==> config.mk <==
export PLATFORM = sky130hd
export DESIGN_NAME = usr_seq
export DESIGN_NICKNAME = d
export VERILOG_FILES = /design/src/rtl/usr_seq.sv
export SDC_FILE = /design/constraint.sdc
export NUM_CORES = 1
export LEC_CHECK = 0
export ABC_CLOCK_PERIOD_IN_PS = 2900
export BUFFER_PORTS_ARGS = -buffer_cell sky130_fd_sc_hd__buf_2
export CAP_MARGIN = 20
export CORE_MARGIN = 5
export CORE_UTILIZATION = 45
export CTS_CLUSTER_SIZE = 16
export DETAILED_ROUTE_END_ITERATION = 12
export GPL_ROUTABILITY_DRIVEN = 0
export PLACE_DENSITY_LB_ADDON = 0.1
export SYNTH_ARGS = -nofsm -noshare
export SYNTH_HDL_FRONTEND = slang
export SYNTH_SLANG_ARGS = --single-unit
==> constraint.sdc <==
create_clock -name clk -period 2.9 [get_ports clk]
set_clock_uncertainty 0.1 [all_clocks]
set_input_delay 0.58 -clock clk [delete_from_list [all_inputs] [get_ports clk]]
set_output_delay 0.58 -clock clk [all_outputs]
set_load 0.05 [all_outputs]
==> src/rtl/usr_seq.sv <==
// Command sequencer driving a universal shift register (load / shift down / shift up / rotate).
// Optional macro USR_SEQ_ROT_EN: op 11 rotates down via usr_q feedback; otherwise op 11 is a timed hold.
module usr_seq #(
  parameter int SIZE = 4,
  parameter int CW   = $clog2(SIZE) + 1
) (
  input  logic            clk,
  input  logic            clear,
  input  logic            cmd_valid,
  output logic            cmd_ready,
  input  logic [1:0]      cmd_op,
  input  logic [CW-1:0]   cmd_cnt,
  input  logic [SIZE-1:0] cmd_data,
  input  logic [SIZE-1:0] usr_q,
  output logic            sel0,
  output logic            sel1,
  output logic            left,
  output logic            right,
  output logic [SIZE-1:0] i,
  output logic            busy,
  output logic            done
);

  typedef enum logic [1:0] {IDLE, RUN, FIN} state_t;

  localparam logic [1:0] OP_LOAD = 2'b00;
  localparam logic [1:0] OP_SDN  = 2'b01;
  localparam logic [1:0] OP_SUP  = 2'b10;
  localparam logic [1:0] OP_ROT  = 2'b11;

  typedef struct packed {
    logic [1:0]      op;
    logic [CW-1:0]   rem;
    logic [SIZE-1:0] sbuf;
  } cmd_t;

  state_t state, state_nxt;
  cmd_t   cmd_r;
  logic   accept;
  logic   [1:0] sel;

  assign accept = (state == IDLE) && cmd_valid;

  always_ff @(posedge clk) begin
    if (clear) state <= IDLE;
    else       state <= state_nxt;
  end

  always_comb begin
    state_nxt = state;
    case (state)
      IDLE: if (cmd_valid)
              state_nxt = (cmd_op != OP_LOAD && cmd_cnt == '0) ? FIN : RUN;
      RUN:  if (cmd_r.rem == CW'(1)) state_nxt = FIN;
      FIN:  state_nxt = IDLE;
      default: state_nxt = IDLE;
    endcase
  end

  // Serial source drains LSB-first with zero fill, so counts beyond SIZE shift in zeros.
  always_ff @(posedge clk) begin
    if (clear) begin
      cmd_r <= '0;
    end else if (accept) begin
      cmd_r.op   <= cmd_op;
      cmd_r.rem  <= (cmd_op == OP_LOAD) ? CW'(1) : cmd_cnt;
      cmd_r.sbuf <= cmd_data;
    end else if (state == RUN) begin
      cmd_r.rem  <= cmd_r.rem - CW'(1);
      cmd_r.sbuf <= cmd_r.sbuf >> 1;
    end
  end

  always_comb begin
    sel       = 2'b00;
    left      = 1'b0;
    right     = 1'b0;
    i         = '0;
    cmd_ready = (state == IDLE);
    busy      = (state == RUN);
    done      = (state == FIN);
    if (state == RUN) begin
      case (cmd_r.op)
        OP_LOAD: begin sel = 2'b11; i     = cmd_r.sbuf;    end
        OP_SDN:  begin sel = 2'b01; right = cmd_r.sbuf[0]; end
        OP_SUP:  begin sel = 2'b10; left  = cmd_r.sbuf[0]; end
`ifdef USR_SEQ_ROT_EN
        OP_ROT:  begin sel = 2'b01; right = usr_q[0];      end
`else
        OP_ROT:  sel = 2'b00;
`endif
        default: sel = 2'b00;
      endcase
    end
  end

  assign sel1 = sel[1];
  assign sel0 = sel[0];

  // Only bit 0 of the feedback matters, and only when rotation is built in.
  logic unused_q;
`ifdef USR_SEQ_ROT_EN
  assign unused_q = ^usr_q[SIZE-1:1];
`else
  assign unused_q = ^usr_q;
`endif

endmodule
=== Word-level counts from Yosys, hierarchy flattened ===
Cells that the tools add are included.

* Register bits: 11
* Input port bits: 16
* Output and inout bits: 11

* Add/subtract/negate cells: 1
* Equal/unequal tests: 8
* Multiplexer cells: 15
* Reduce and logical (&&, ||, !) cells: 9

{| class="wikitable"
|+ Operators with widths
! operator !! number
|-
| 7-bit 2-to-1 mux || 2
|-
| 2-bit 2-to-1 mux || 4
|-
| 4-bit 2-to-1 mux || 2
|-
| 2-bit case mux with 4 select lines || 1
|-
| 2-bit == test, second input constant || 3
|-
| 2-bit zero test || 3
|-
| 2-bit by 1-bit == test with 1-bit output, second input constant || 2
|-
| 1-bit 2-to-1 mux || 4
|-
| 2-bit case mux with 2 select lines || 1
|-
| 2-bit nonzero test || 2
|-
| 3-bit by 1-bit == test with 1-bit output, second input constant || 1
|-
| 3-bit zero test || 1
|-
| 3-bit 2-to-1 mux || 1
|-
| 3-bit by 1-bit subtractor with 3-bit output, second input constant || 1
|-
| 1-bit logical AND || 2
|-
| 2-bit by 1-bit != test with 1-bit output, second input constant || 1
|-
| 2-bit != test, second input constant || 1
|-
| 2-bit AND reduction || 1
|}

=== Logic depth before layout (Yosys ltp) ===
* Word-level depth: 5
* Depth in mapped cells: 5
* Mapped depth without buffers: 5

=== Least setup slack after synthesis ===
Ideal clock, no wire load.

* Path kind: flip-flop to output port
* Start: reg state[1]
* End: out i[0]
* Arrival: 2.231 ns
* Path slack: -0.011 ns
* Cell stages (with the launch flop): 5
* Cell sequence: dfxtp_1 > buf_2 > nand2b_1 > buf_2 > nor4_1

* Word-level cells in the longest chain between the ends: 2

{| class="wikitable"
|+ RTL lines
! item !! RTL line !! text
|-
| start, declared || 37 || <nowiki>state_t state, state_nxt;</nowiki>
|-
| start signal, assigned || 46 || <nowiki>else state <= state_nxt;</nowiki>
|-
| 2-bit by 1-bit == test with 1-bit output || 82 || <nowiki>if (state == RUN) begin</nowiki>
|-
| 4-bit 2-to-1 mux || 82 ||
|-
| end, declared || 19 || <nowiki>output logic [SIZE-1:0] i,</nowiki>
|}

No other way between the ends.

=== Worst setup path in the final report ===
* Start: reg state[0]
* End: out i[3]

Same word-level chain as after synthesis.

==> flow_metrics.env <==
export IMPL_status="completed"
export IMPL_grt_pass1_vias=537
export IMPL_via_count=642
export IMPL_track_usage_pct=15.1
export IMPL_setup_violations=0
export IMPL_finalHoldViolCount=0
export IMPL_synthTopCellsByArea="dfxtp_1 35%, a21oi_1 7.9%, a211oi_1 4.7%, nand2_1 4.7%, nor2_1 4.7%"
export IMPL_antenna_left=0
export IMPL_dpl_hpwl_mm=1.09
export IMPL_drv_cap=0
export IMPL_rsz0062_at_grt="no"
export IMPL_dieArea_um2=2270
export IMPL_cts_tree="yes"
export IMPL_placed_cells=114
export IMPL_crit_chain="nand2b_1 -> buf_4 -> nor3_1 -> and2_1 -> buf_2"
export IMPL_ctsRootBufferMaster="clkbuf_4"
export IMPL_syn_avg_cell_area_um2=7.86
export IMPL_post_drt_wl_per_cell_um=12.4
export IMPL_port_buffers=22
export IMPL_rows=13
export IMPL_pin_count=27
export IMPL_relSlewSlack_pct=67.8
export IMPL_powerDensity_nw_per_um2=537
export IMPL_crit_path_max_fanout=13
export IMPL_end_kind="output port"
export IMPL_synth_distinct_cells=29
export IMPL_antenna_found_initial=0
export IMPL_synth_area_um2=637
export IMPL_grt_max_degree=14
export IMPL_synth_nets=99
export IMPL_required_ps=2220
export IMPL_final_nets=122
export IMPL_final_cells=118
export IMPL_drt_first_pass_iters=4
export IMPL_yosys_warnings=0
export IMPL_synth_largest_area_cell="dfxtp_1"
export IMPL_cts_resized=0
export IMPL_fmax_mhz=419
export IMPL_hold_path_class="reg2reg"
export IMPL_core_area_um2=1320
export IMPL_clk_latency_ps=260
export IMPL_vias_per_cell=5.44
export IMPL_min_period_ps=2390
export IMPL_antennaDiodeCount=0
export IMPL_fin_tns_setup_ps=0
export IMPL_irDropWorstVdd_mv=0.395
export IMPL_postCtsSetupBuffers=0
export IMPL_slew_violations=0
export IMPL_worst_setup_path_start_kind="flop"
export IMPL_slowest_delay_ps=520
export IMPL_cp_data_arrival_time_ps=1710
export IMPL_drt_wl_total_mm=1.46
export IMPL_grt_overflow=0
export IMPL_fp_dieH_um=47.6
export IMPL_crit_type="reg2out"
export IMPL_placed_area_um2=743
export IMPL_clock_sinks=11
export IMPL_clockBufferDepth=2
export IMPL_ys_ff_latch=11
export IMPL_finalCritPeriodShare_pct=82.3
export IMPL_grt_pass1_wl_mm=2.39
export IMPL_fp_dieW_um=47.6
export IMPL_timing_worst_slew_pin_value_ps=481
export IMPL_power_uw=413
export IMPL_synth_top_area_share_pct=34.6
export IMPL_path_buf_inv=2
export IMPL_cts_hold_fix_buffers=0
export IMPL_drc=0
export IMPL_fin_area_um2=769
export IMPL_cts_buffers=3
export IMPL_cp_top_family="flip-flops"
export IMPL_p_leak_uw=0.000360
export IMPL_path_clk_slew_ps=70
export IMPL_synthCells=81
export IMPL_area_delta_synth_final_pct=20.8
export IMPL_cts_htree_levels=1
export IMPL_start_util_pct=48.3
export IMPL_fin_util_pct=58.4
export IMPL_initialDrtViolationCount=14
export IMPL_drive_gt1_share_pct=29.1
export IMPL_ys_seq_area_share_pct=34.6
export IMPL_cp_slowest_cell="dfxtp_1"
## cell usage in the layout (no fill, tap or decap)
cell type / netlist / final
o22a_1: 1 / 1
ha_1: 2 / 2
or3b_1: 1 / 1
a211oi_1: 4 / 4
buf_2: 2 / 22
buf_4: 0 / 1
o21bai_1: 2 / 2
nor4_2: 0 / 1
nand2b_1: 2 / 2
a21oi_2: 1 / 1
clkbuf_4: 0 / 3
a221o_1: 1 / 1
dfxtp_1: 11 / 11
clkbuf_1: 1 / 1
nand2_1: 8 / 8
and3_1: 2 / 2
o221a_2: 1 / 1
o21ai_0: 3 / 3
nor3b_2: 1 / 1
o31ai_1: 1 / 1
and2_1: 3 / 3
or4_1: 1 / 1
nand3b_1: 1 / 1
nor2_1: 8 / 8
a21oi_1: 10 / 10
nand3_1: 3 / 3
inv_1: 5 / 5
nor2b_1: 1 / 1
nor3_1: 1 / 1
a21o_1: 1 / 1
## power by group
part           switching [uW]  internal [uW]  leakage, uW
logic                    83.5           43.5     0.000254
clock network            50.9           53.1    0.0000150
registers                15.5            166    0.0000909
total                     150            263     0.000360
## worst paths after layout
path                                from  endpoint  slack, ps  depth (start not counted)
worst max-delay path            state[0]      i[3]        510                          5
worst min-delay path            cmd_r[2]  cmd_r[2]        370                          2
worst max register to register  state[0]  cmd_r[5]       1420                          3
worst min register to register  cmd_r[2]  cmd_r[2]        370                          2
## registers in the layout, summed over array words and instances (netlist names)
name   flops
state      2
cmd_r      9
## routing by layer
| metal | vias up | part of all wire [%] | track usage [%] |
|---|---|---|---|
| met5 | - | 0 | 0 |
| met4 | 0 | 1.4 | 8.06 |
| met3 | 2 | 7.6 | 3.38 |
| met2 | 29 | 43 | 21.9 |
| met1 | 279 | 48 | 20.7 |
| li1 | 332 | - | - |
## cells in the mapped netlist
master	n
a211oi_1	4
nor3b_2	1
a21o_1	1
ha_1	2
nor2_1	8
or3b_1	1
o221a_2	1
nor3_1	1
dfxtp_1	11
o31ai_1	1
buf_2	2
o21bai_1	2
o22a_1	1
nand3b_1	1
o21ai_0	3
and2_1	3
nor4_1	1
a21oi_1	10
inv_1	5
a21oi_2	1
buf_6	2
nand3_1	3
or4_1	1
clkbuf_1	1
and3_1	2
nand2_1	8
a221o_1	1
nor2b_1	1
nand2b_1	2
## final cells by class
cell class / count / area, um2
tap: 15 / 18.8
sequential: 11 / 220
clock buffer: 4 / 26.3
timing repair buffer: 23 / 118
multi-input combinational: 60 / 368
fill: 130 / 548
inverter: 5 / 18.8
## cell families after synthesis
kind of cell / after synthesis / synth area share [%]
AO/OA/AOI/OAI: 25 / 25.7
adder cells (fa/ha/maj): 2 / 3.93
buffers and inverters: 10 / 8.64
flip-flops: 11 / 34.6
AND/OR/NAND/NOR: 33 / 27.1
## worst min-delay path, stage by stage, from the launching register on
cell	delay, ps
dfxtp_1	320
nand2_1	50
a211oi_1	50
## stage by stage
stage / setup slack (ps) / hold slack (ps)
global route: 389 / 399
detailed placement: 793 / 359
finish: 514 / 371
global placement: 822 / 361
CTS: 495 / 373
floorplan: 189 / 346
No activity file was read; power rests on OpenSTA's default activity.
